## src/rtl/sprite_pkg.sv

```systemverilog
// ============================================================================
// sprite_pkg : shared types, geometry and colour constants for sprite_plotter
// Revision   : 1.0
// ============================================================================
`default_nettype none

package sprite_pkg;

    typedef enum logic [1:0] {
        ST_IDLE  = 2'd0,
        ST_SETUP = 2'd1,
        ST_PLOT  = 2'd2,
        ST_DONE  = 2'd3
    } state_e;

    localparam int PRESS_W_DEF = 40;
    localparam int PRESS_H_DEF = 60;
    localparam int GARB_W_DEF  = 20;
    localparam int GARB_H_DEF  = 20;

    localparam logic [6:0] PRESS_Y0   = 7'd30;
    localparam logic [6:0] GARB_Y0    = 7'd95;
    localparam logic [7:0] SLOT_PITCH = 8'd40;
    localparam logic [7:0] GARB_X_OFF = 8'd10;

    localparam logic [2:0] PRESS_POS_MAX = 3'd5;
    localparam logic [2:0] GARB_POS_MAX  = 3'd3;

    localparam logic [2:0] COL_ERASE = 3'b000;
    localparam logic [2:0] COL_PRESS = 3'b111;
    localparam logic [2:0] COL_GARB  = 3'b010;

    // Positions 4 and 5 fold back onto slots 2 and 1 (press travels out and back).
    function automatic logic [1:0] press_slot(input logic [2:0] pos);
        logic [1:0] slot;
        case (pos)
            3'd0:    slot = 2'd0;
            3'd1:    slot = 2'd1;
            3'd2:    slot = 2'd2;
            3'd3:    slot = 2'd3;
            3'd4:    slot = 2'd2;
            3'd5:    slot = 2'd1;
            default: slot = 2'd0;
        endcase
        return slot;
    endfunction

endpackage

`default_nettype wire

```

## src/rtl/raster_counter.sv

```systemverilog
// ============================================================================
// raster_counter : row-major 2D pixel counter, size chosen at runtime by sel_i
// Revision       : 1.0
// ============================================================================
`default_nettype none

module raster_counter #(
    parameter int W1 = 40,
    parameter int H1 = 60,
    parameter int W0 = 20,
    parameter int H0 = 20
) (
    input  logic       clk_i,
    input  logic       rst_ni,
    input  logic       clear_i,
    input  logic       enable_i,
    input  logic       sel_i,
    output logic [5:0] px_o,
    output logic [5:0] py_o,
    output logic       last_o
);

    localparam logic [5:0] W1_MAX = 6'(W1 - 1);
    localparam logic [5:0] H1_MAX = 6'(H1 - 1);
    localparam logic [5:0] W0_MAX = 6'(W0 - 1);
    localparam logic [5:0] H0_MAX = 6'(H0 - 1);

    logic [5:0] px_q;
    logic [5:0] py_q;
    logic [5:0] w_max;
    logic [5:0] h_max;
    logic       px_wrap;
    logic       py_wrap;

    assign w_max   = sel_i ? W1_MAX : W0_MAX;
    assign h_max   = sel_i ? H1_MAX : H0_MAX;
    assign px_wrap = (px_q == w_max);
    assign py_wrap = (py_q == h_max);

    always_ff @(posedge clk_i or negedge rst_ni) begin
        if (!rst_ni) begin
            px_q <= 6'd0;
            py_q <= 6'd0;
        end else if (clear_i) begin
            px_q <= 6'd0;
            py_q <= 6'd0;
        end else if (enable_i) begin
            if (px_wrap) begin
                px_q <= 6'd0;
                py_q <= py_wrap ? 6'd0 : py_q + 6'd1;
            end else begin
                px_q <= px_q + 6'd1;
            end
        end
    end

    assign px_o   = px_q;
    assign py_o   = py_q;
    assign last_o = px_wrap && py_wrap;

endmodule

`default_nettype wire

```

## src/rtl/sprite_plotter.sv

```systemverilog
// ============================================================================
// sprite_plotter : handshaked draw/erase sweep for press and garbage sprites
// Revision       : 1.0
// ============================================================================
`default_nettype none

module sprite_plotter
    import sprite_pkg::*;
#(
    parameter int PRESS_W = PRESS_W_DEF,
    parameter int PRESS_H = PRESS_H_DEF,
    parameter int GARB_W  = GARB_W_DEF,
    parameter int GARB_H  = GARB_H_DEF
) (
    input  logic       CLOCK_50,
    input  logic       reset_n,
    input  logic       req_valid,
    output logic       req_ready,
    input  logic       req_item,
    input  logic       req_erase,
    input  logic [2:0] req_pos,
    output logic [7:0] x,
    output logic [6:0] y,
    output logic [2:0] colour,
    output logic       plot,
    output logic       busy,
    output logic       done
);

    localparam logic [5:0] PRESS_W_MAX = 6'(PRESS_W - 1);
    localparam logic [5:0] GARB_W_MAX  = 6'(GARB_W - 1);

    state_e     state_q, state_d;
    logic       ready_en_q;
    logic       item_q, erase_q;
    logic [2:0] pos_q;
    logic [7:0] ox_q;
    logic [6:0] oy_q;
    logic [7:0] x_q;
    logic [6:0] y_q;
    logic [2:0] colour_q;

    logic       latch_en, load_setup, step_en, cnt_clear, cnt_enable;
    logic       pos_ok;
    logic [7:0] ox_setup;
    logic [6:0] oy_setup;
    logic [2:0] col_setup;
    logic [5:0] px, py, px_nxt, py_nxt, w_max;
    logic       last, px_wrap;

    raster_counter #(
        .W1 (PRESS_W),
        .H1 (PRESS_H),
        .W0 (GARB_W),
        .H0 (GARB_H)
    ) u_raster (
        .clk_i    (CLOCK_50),
        .rst_ni   (reset_n),
        .clear_i  (cnt_clear),
        .enable_i (cnt_enable),
        .sel_i    (item_q),
        .px_o     (px),
        .py_o     (py),
        .last_o   (last)
    );

    assign pos_ok    = item_q ? (pos_q <= PRESS_POS_MAX) : (pos_q <= GARB_POS_MAX);
    assign ox_setup  = item_q ? ({6'd0, press_slot(pos_q)} * SLOT_PITCH)
                              : ({6'd0, pos_q[1:0]} * SLOT_PITCH + GARB_X_OFF);
    assign oy_setup  = item_q ? PRESS_Y0 : GARB_Y0;
    assign col_setup = erase_q ? COL_ERASE : (item_q ? COL_PRESS : COL_GARB);

    // x/y are registered one pixel ahead of the counter so the first pixel is
    // already on the outputs in the first PLOT cycle.
    assign w_max   = item_q ? PRESS_W_MAX : GARB_W_MAX;
    assign px_wrap = (px == w_max);
    assign px_nxt  = px_wrap ? 6'd0 : px + 6'd1;
    assign py_nxt  = px_wrap ? py + 6'd1 : py;

    always_comb begin
        state_d    = state_q;
        latch_en   = 1'b0;
        load_setup = 1'b0;
        step_en    = 1'b0;
        cnt_clear  = 1'b0;
        cnt_enable = 1'b0;
        case (state_q)
            ST_IDLE: begin
                if (req_valid && ready_en_q) begin
                    latch_en = 1'b1;
                    state_d  = ST_SETUP;
                end
            end
            ST_SETUP: begin
                cnt_clear = 1'b1;
                if (pos_ok) begin
                    load_setup = 1'b1;
                    state_d    = ST_PLOT;
                end else begin
                    state_d = ST_DONE;
                end
            end
            ST_PLOT: begin
                cnt_enable = 1'b1;
                if (last) begin
                    state_d = ST_DONE;
                end else begin
                    step_en = 1'b1;
                end
            end
            ST_DONE: begin
                state_d = ST_IDLE;
            end
            default: begin
                state_d = ST_IDLE;
            end
        endcase
    end

    always_ff @(posedge CLOCK_50 or negedge reset_n) begin
        if (!reset_n) begin
            state_q    <= ST_IDLE;
            ready_en_q <= 1'b0;
        end else begin
            state_q    <= state_d;
            ready_en_q <= 1'b1;
        end
    end

    always_ff @(posedge CLOCK_50 or negedge reset_n) begin
        if (!reset_n) begin
            item_q   <= 1'b0;
            erase_q  <= 1'b0;
            pos_q    <= 3'd0;
            ox_q     <= 8'd0;
            oy_q     <= 7'd0;
            x_q      <= 8'd0;
            y_q      <= 7'd0;
            colour_q <= 3'd0;
        end else begin
            if (latch_en) begin
                item_q  <= req_item;
                erase_q <= req_erase;
                pos_q   <= req_pos;
            end
            if (load_setup) begin
                ox_q     <= ox_setup;
                oy_q     <= oy_setup;
                x_q      <= ox_setup;
                y_q      <= oy_setup;
                colour_q <= col_setup;
            end else if (step_en) begin
                x_q <= ox_q + {2'd0, px_nxt};
                y_q <= oy_q + {1'b0, py_nxt};
            end
        end
    end

    assign req_ready = ready_en_q && (state_q == ST_IDLE);
    assign plot      = (state_q == ST_PLOT);
    assign busy      = (state_q != ST_IDLE);
    assign done      = (state_q == ST_DONE);
    assign x         = x_q;
    assign y         = y_q;
    assign colour    = colour_q;

endmodule

`default_nettype wire

```

## config.mk

```make
export PLATFORM = sky130hd
export DESIGN_NAME = sprite_plotter
export DESIGN_NICKNAME = d
export VERILOG_FILES = /design/src/rtl/sprite_pkg.sv /design/src/rtl/raster_counter.sv /design/src/rtl/sprite_plotter.sv
export SDC_FILE = /design/constraint.sdc
export NUM_CORES = 1
export LEC_CHECK = 0
export BUFFER_PORTS_ARGS = -buffer_cell sky130_fd_sc_hd__clkbuf_2
export CAP_MARGIN = 20
export CORE_MARGIN = 2
export CORE_UTILIZATION = 35
export DETAILED_ROUTE_END_ITERATION = 16
export SLEW_MARGIN = 20
export SYNTH_ARGS = -nofsm -noshare
export SYNTH_HDL_FRONTEND = slang
export SYNTH_SLANG_ARGS = --single-unit
export TNS_END_PERCENT = 20
```

## constraint.sdc

```tcl
create_clock -name CLOCK_50 -period 4.15 [get_ports CLOCK_50]
set_input_delay 0.83 -clock CLOCK_50 [delete_from_list [all_inputs] [get_ports CLOCK_50]]
set_output_delay 0.83 -clock CLOCK_50 [all_outputs]
set_load 0.03 [all_outputs]
```

== Word level (Yosys, flattened, before mapping) ==
Index checks and enable logic that the tools add are counted.
Word-level totals
  logic and storage cells: 77
  bits in registers: 53
  memories kept: 0
  memory bits (writable): 0
  bits in latches: 0
  input bits: 8
  bits in read-only memories: 0
Cells by class
  $lt $le $gt $ge: 2
  shift-type cells: 0
  multiplexer cells: 32
  div/mod/pow operators: 0
  $mul: 2
  eq/ne operators: 12
  add/sub/neg operators: 5
  bitwise gates (word level): 0
  reduce and logical (&&, ||, !) cells: 12
Operators with widths (number)
  two-way mux 6 bit: 10
  two-way mux 8 bit: 3
  two-way mux 7 bit: 3
  adder 6 x 1 -> 6 bit (second input constant): 2
  equality test 6 bit: 2
  multiplier 2 x 3 -> 5 bit (second input constant): 2
  two-way mux 1 bit: 10
  adder 8 x 4 -> 8 bit (second input constant): 1
  adder 8 x 6 -> 8 bit: 1
  one-hot mux 2 bit (4 select lines): 1
  nonzero test 2 bit: 4
  adder 7 x 6 -> 7 bit: 1
  equality test 3 x 2 -> 1 bit (second input constant): 2
  equality test 3 bit (second input constant): 2
  two-way mux 3 bit: 2
  one-hot mux 2 bit (3 select lines): 1
  equality test 2 bit (second input constant): 2
  two-way mux 2 bit: 2
  AND reduction 2 bit: 2
  OR reduction 2 bit: 2
  equality test 3 x 1 -> 1 bit (second input constant): 1
  less-or-equal comparator 3 x 2 -> 1 bit (second input constant): 1
  less-or-equal comparator 3 bit (second input constant): 1
  logical AND 1 bit: 3
  4 further kinds: 4

== Logic depth before layout (Yosys ltp) ==
  depth after elaboration: 7
  gate-level depth with buffers: 14
  depth with buffers taken out: 13

== Modules after synthesis ==
From an unflattened synthesis, not the netlist that was laid out.
Second synthesis, totals
  cell total of the unflattened synthesis: 323
  area total of the unflattened synthesis: 2966.6 um2
Modules (own cells, without submodules)
  sprite_plotter: cells an instance 240, sequential area each 800.8 um2, area each 2238.4 um2, instances 1
  raster_counter: cells an instance 83, sequential area each 300.3 um2, area each 728.2 um2, instances 1

== Least setup slack after synthesis ==
No wires, ideal clock.
  path kind: reg2reg
  start: register u_raster.px_q[2], in the netlist u_raster.px_o[2]
  end: register y_q[6], in the netlist y[6]
  required time: 4.081 ns
  clock period less this slack: 3.342 ns
  library setup time: 0.069 ns
  arrival time: 3.272 ns
  stages on the path, launching flop included: 15
  path slack: 0.808 ns
  path through: dfrtp_1 buf_6 or4b_4 a21oi_1 clkbuf_1 xor2_1 ha_1 inv_1 fa_1 nor2b_1 o21ai_0 a21boi_0 o21ai_1 or4_1 nand3_1
Between the ends
  word-level cells in the longest chain between the ends: 5
  elaborated cells between the ends (all ways): 9
  classes of those cells: 1 x add/sub; 1 x eq/ne; 5 x mux; 2 x reduce/logical
Ends and longest elaborated chain
  start: declaration: RTL line raster_counter.sv:28  | logic [5:0] px_q;
  start signal: assignment: RTL line raster_counter.sv:52  | px_q <= px_q + 6'd1;
  equality test 6 bit (*): RTL line raster_counter.sv:37, sprite_plotter.sv:76
  two-way mux 6 bit / logical AND 1 bit (equally long branches): RTL line sprite_plotter.sv:78, raster_counter.sv:59
  adder 7 x 6 -> 7 bit / two-way mux 1 bit (equally long branches): RTL line sprite_plotter.sv:154, sprite_plotter.sv:105
  two-way mux 7 bit / two-way mux 1 bit (equally long branches): RTL line sprite_plotter.sv:152, sprite_plotter.sv:87
  two-way mux 7 bit / nonzero test 2 bit (equally long branches)
  end signal: assignment: RTL line sprite_plotter.sv:150  | y_q <= oy_setup;
  end signal: assignment: RTL line sprite_plotter.sv:154  | y_q <= oy_q + {1'b0, py_nxt};
  end: declaration: RTL line sprite_plotter.sv:40  | logic [6:0] y_q;
Mark *: on every way between the ends. The rest lies on a longest branch, timed or not. The select of a mux whose other input is x is not followed.
A chain may end at the register's enable or synchronous reset.

== Worst setup path in the final report ==
  start: register item_q
  end: register y_q[6], in the netlist y[6]
Between the ends
  word-level cells in the longest chain between the ends: 6
  elaborated cells between the ends (all ways): 16
  classes of those cells: 1 x add/sub; 2 x eq/ne; 11 x mux; 2 x reduce/logical
Ends and longest elaborated chain
  start: declaration: RTL line sprite_plotter.sv:35  | logic item_q, erase_q;
  start signal: assignment: RTL line sprite_plotter.sv:142  | item_q <= req_item;
  two-way mux 6 bit, on equally long branches: RTL line raster_counter.sv:35, sprite_plotter.sv:75, raster_counter.sv:36
  equality test 6 bit, on equally long branches: RTL line raster_counter.sv:37, sprite_plotter.sv:76, raster_counter.sv:38
  two-way mux 6 bit / logical AND 1 bit (equally long branches): RTL line sprite_plotter.sv:78, raster_counter.sv:59
  adder 7 x 6 -> 7 bit / two-way mux 1 bit (equally long branches): RTL line sprite_plotter.sv:154, sprite_plotter.sv:105
  two-way mux 7 bit / two-way mux 1 bit (equally long branches): RTL line sprite_plotter.sv:152, sprite_plotter.sv:87
  two-way mux 7 bit / nonzero test 2 bit (equally long branches)
Several ways; a longest one is shown, not always the timed one. The select of a mux whose other input is x is not followed.

==> metrics.cfg <==
[power]
power_density_nw_per_um2 = 239
intPower_mw = 0.580
pwr-share-comb_pct = 1.7
switchingPower_mw = 0.155
seqPwrFrac_pct = 58.4
clkPwrFrac_pct = 39.9
ir_drop_mv = 0.123
finalPower_mw = 0.735
sw_frac_of_total_pct = 21.0
p_leak_nw = 1.51

[clock_network]
clock-sinks = 44
cts_root_buf = clkbuf_8
clk_latency_ps = 300
clk_pin_slew_ps = 80
cts_setup_buffers = 0
cts_tree = built
cts-htree-levels = 2
postCtsHoldBufs = 0
cts_buffers = 5
post_cts_resized = 0
cts_buffer_depth = 2

[sta]
final.setup.tns_ps = 0
rsz0062_at_grt = no
timing.final.crit_period_ps = 3520
hold_ws_ps = 468
hold_viol = 0
setup_slack_ps = 628
setup_viol_count_final = 0
final.period_utilization_pct = 84.9
finalMaxSlewViolations = 0
fmax_mhz = 284
skew_ps = 4.12
tightest_slew_ps = 797
slew_headroom_pct = 46.8

[placed_design]
dp_cells = 414
post-place-ws_ps = 624
routabilityCongestion = 0.839
dp_hpwl_mm = 4.35
io_buffers = 29

[floorplan]
coreArea_um2 = 7650
rows = 32
ios = 30
initial_core_util_pct = 35.7
die-area_um2 = 8520
dieHeight_um = 92.3
die_x_um = 92.3

[setup_path]
worstSetupPathType = register to register
critPathLaunchType = register
endpoint_kind = register
worstPathArrival_ps = 3760
worstPathRequired_ps = 4380
crit_path_max_fanout = 12

[logic_synthesis]
ys.flop_type = dfrtp_1
synthArstFlopShare_pct = 100
synth_nets = 321
synth-seq-area-share_pct = 40.3
yosysWarnings = 0
synthCells = 291
ys_seq_elements = 44
synth_edf_count = 0
synth_area_um2 = 2730
synth_area_per_cell_um2 = 9.38
synth_cell_types = 54

[grt]
grt_start_max_net_pins = 28
grt-ovfl-total = 0
grt_pass1_wl_mm = 10.0
grt_usage_pct = 14.6
grt_pass1_vias = 2053
antenna_found_initial = 0

[detailed_routing]
drtAntennaViolNets = 0
first_pass_iters = 4
routed_via_density = 5.14
drc = 0
vias = 2166
drtIter0Drc = 97
drt_wl_total_mm = 5.88
wl_per_cell_um = 14.0

[flow_run]
maxCapViolations = 0

[run_status]
status = finished, final reports clean

[cells_and_area]
diodes = 0
area_growth_pct = 12.6
nFillCells = 782
layout-drive-gt1-share_pct = 16.3
final_cells = 421
final_nets = 349

[min_path]
min_path_type = register to register

## per-layer routing
metal	GRT usage, %	share of wire [%]	vias to the layer above
met1	21.0	52	1029
met4	5.22	1.8	0
met2	22.3	44	28
li1	-	-	1101
met3	1.95	2.1	8
met5	0	0	-
## synth_stat cells (2+ instances only)
library cell   n  share of area, %
a21oi_1       14               2.6
nor3_1         5              0.92
a211o_1        2              0.64
dfrtp_1       44                40
o21ai_1        4              0.73
nor2_1        12               1.6
ha_1          21               9.6
mux2i_1        3               1.1
buf_2          2              0.37
xnor2_1        5               1.6
o31ai_1        4               1.1
mux2_2         6               2.5
and3_1         4              0.92
o311ai_0       2              0.64
nor2b_1        8               1.8
nand2b_1       5               1.1
nand2_1       31               4.3
a31o_2         2              0.64
clkbuf_1       9               1.2
xor2_1         5               1.6
and2_1         3              0.69
inv_1         17               2.3
o211ai_1       3              0.82
or4_1          2              0.55
nand4_1        4              0.92
o21ai_0       19               3.5
a21o_1         7               1.9
a31oi_1        9               2.1
a22o_1         4               1.3
or3_1          3              0.69
nand3_1        9               1.6
## power groups by stage
stage          Combinational (mW)  Clock, mW  Sequential, mW
3_5_place_dp               0.0135          0           0.438
3_3_place_gp               0.0135          0           0.438
2_1_floorplan            0.000334          0           0.438
6_report                   0.0124      0.293           0.429
5_1_grt                    0.0150      0.320           0.429
4_1_cts                    0.0137      0.302           0.429
## cells in the final DEF, fill, tap and decap left out, drive strengths merged, types with 2 or more instances in the layout
cell type	count
xor2	5
o211ai	3
or4	2
o21ai	23
nand2b	5
nor3	5
inv	17
nand3	9
mux2	6
a22o	4
a21oi	14
dfrtp	44
clkbuf	36
a211o	2
ha	21
nor2b	8
and2	3
o31ai	4
or3	3
o311ai	2
a31oi	9
nand2	31
and3	4
a21o	7
nand4	4
buf	5
mux2i	3
nor2	12
a31o	2
xnor2	5
## critical path, cell delays in order (launching register included)
cell and delay [ps]:
dfrtp_1 510, or4b_4 600, a21oi_1 420, xor2_1 190, ha_1 170, inv_1 60, fa_1 370, nor2b_1 150
o21ai_0 120, a21boi_0 260, o21ai_1 100, or4_1 400, nand3_1 90
## final timing paths
check | from | slack [ps] | cells past startpoint | endpoint
setup / recovery | item_q | 630 | 12 | y[6]
hold / removal | erase_q | 470 | 1 | colour[0]
setup reg to reg | item_q | 630 | 12 | y[6]
hold reg to reg | erase_q | 470 | 1 | colour[0]
max in group asynchronous | reset_n | 2890 | 2 | ox_q[4]
min in group asynchronous | reset_n | 560 | 1 | u_raster.py_o[2]
## final cells by class
class / instances / area (um2) / share of cell area [%]
inverters: 17 / 63.8 / 2.08
well taps: 102 / 128 / 4.15
flip-flops and latches: 44 / 1100 / 35.8
clock buffers: 7 / 96.3 / 3.13
multi-input cells: 217 / 1500 / 48.9
repair buffers: 34 / 183 / 5.94
## state kept, by name, summed over array words and instances, names as in the netlist, 2 cells and up
| name | cells |
|---|---|
| state_q | 2 |
| u_raster.py_o | 6 |
| colour | 2 |
| y | 7 |
| x | 8 |
| u_raster.px_o | 6 |
| pos_q | 3 |
| ox_q | 6 |
## stage by stage
stage                     area, um2  util (%)
after global routing           3070      40.2
after detailed placement       2980      38.9
after global placement         2980      38.9
final                          3070      40.2
after floorplan                2730         -
after CTS                      3070      40.2
## kinds of logic after synthesis
| group | count (synthesis) | synth area share, % |
|---|---|---|
| compound gates | 81 | 20.0 |
| xor+xnor | 10 | 3.21 |
| fa+ha+maj | 23 | 10.7 |
| buf+inv | 30 | 4.63 |
| flops | 44 | 40.3 |
| mux | 9 | 3.57 |
| other cells | 1 | 0.137 |
| simple gates | 93 | 17.4 |
Note: power is estimated with default switching activity, not from simulation.
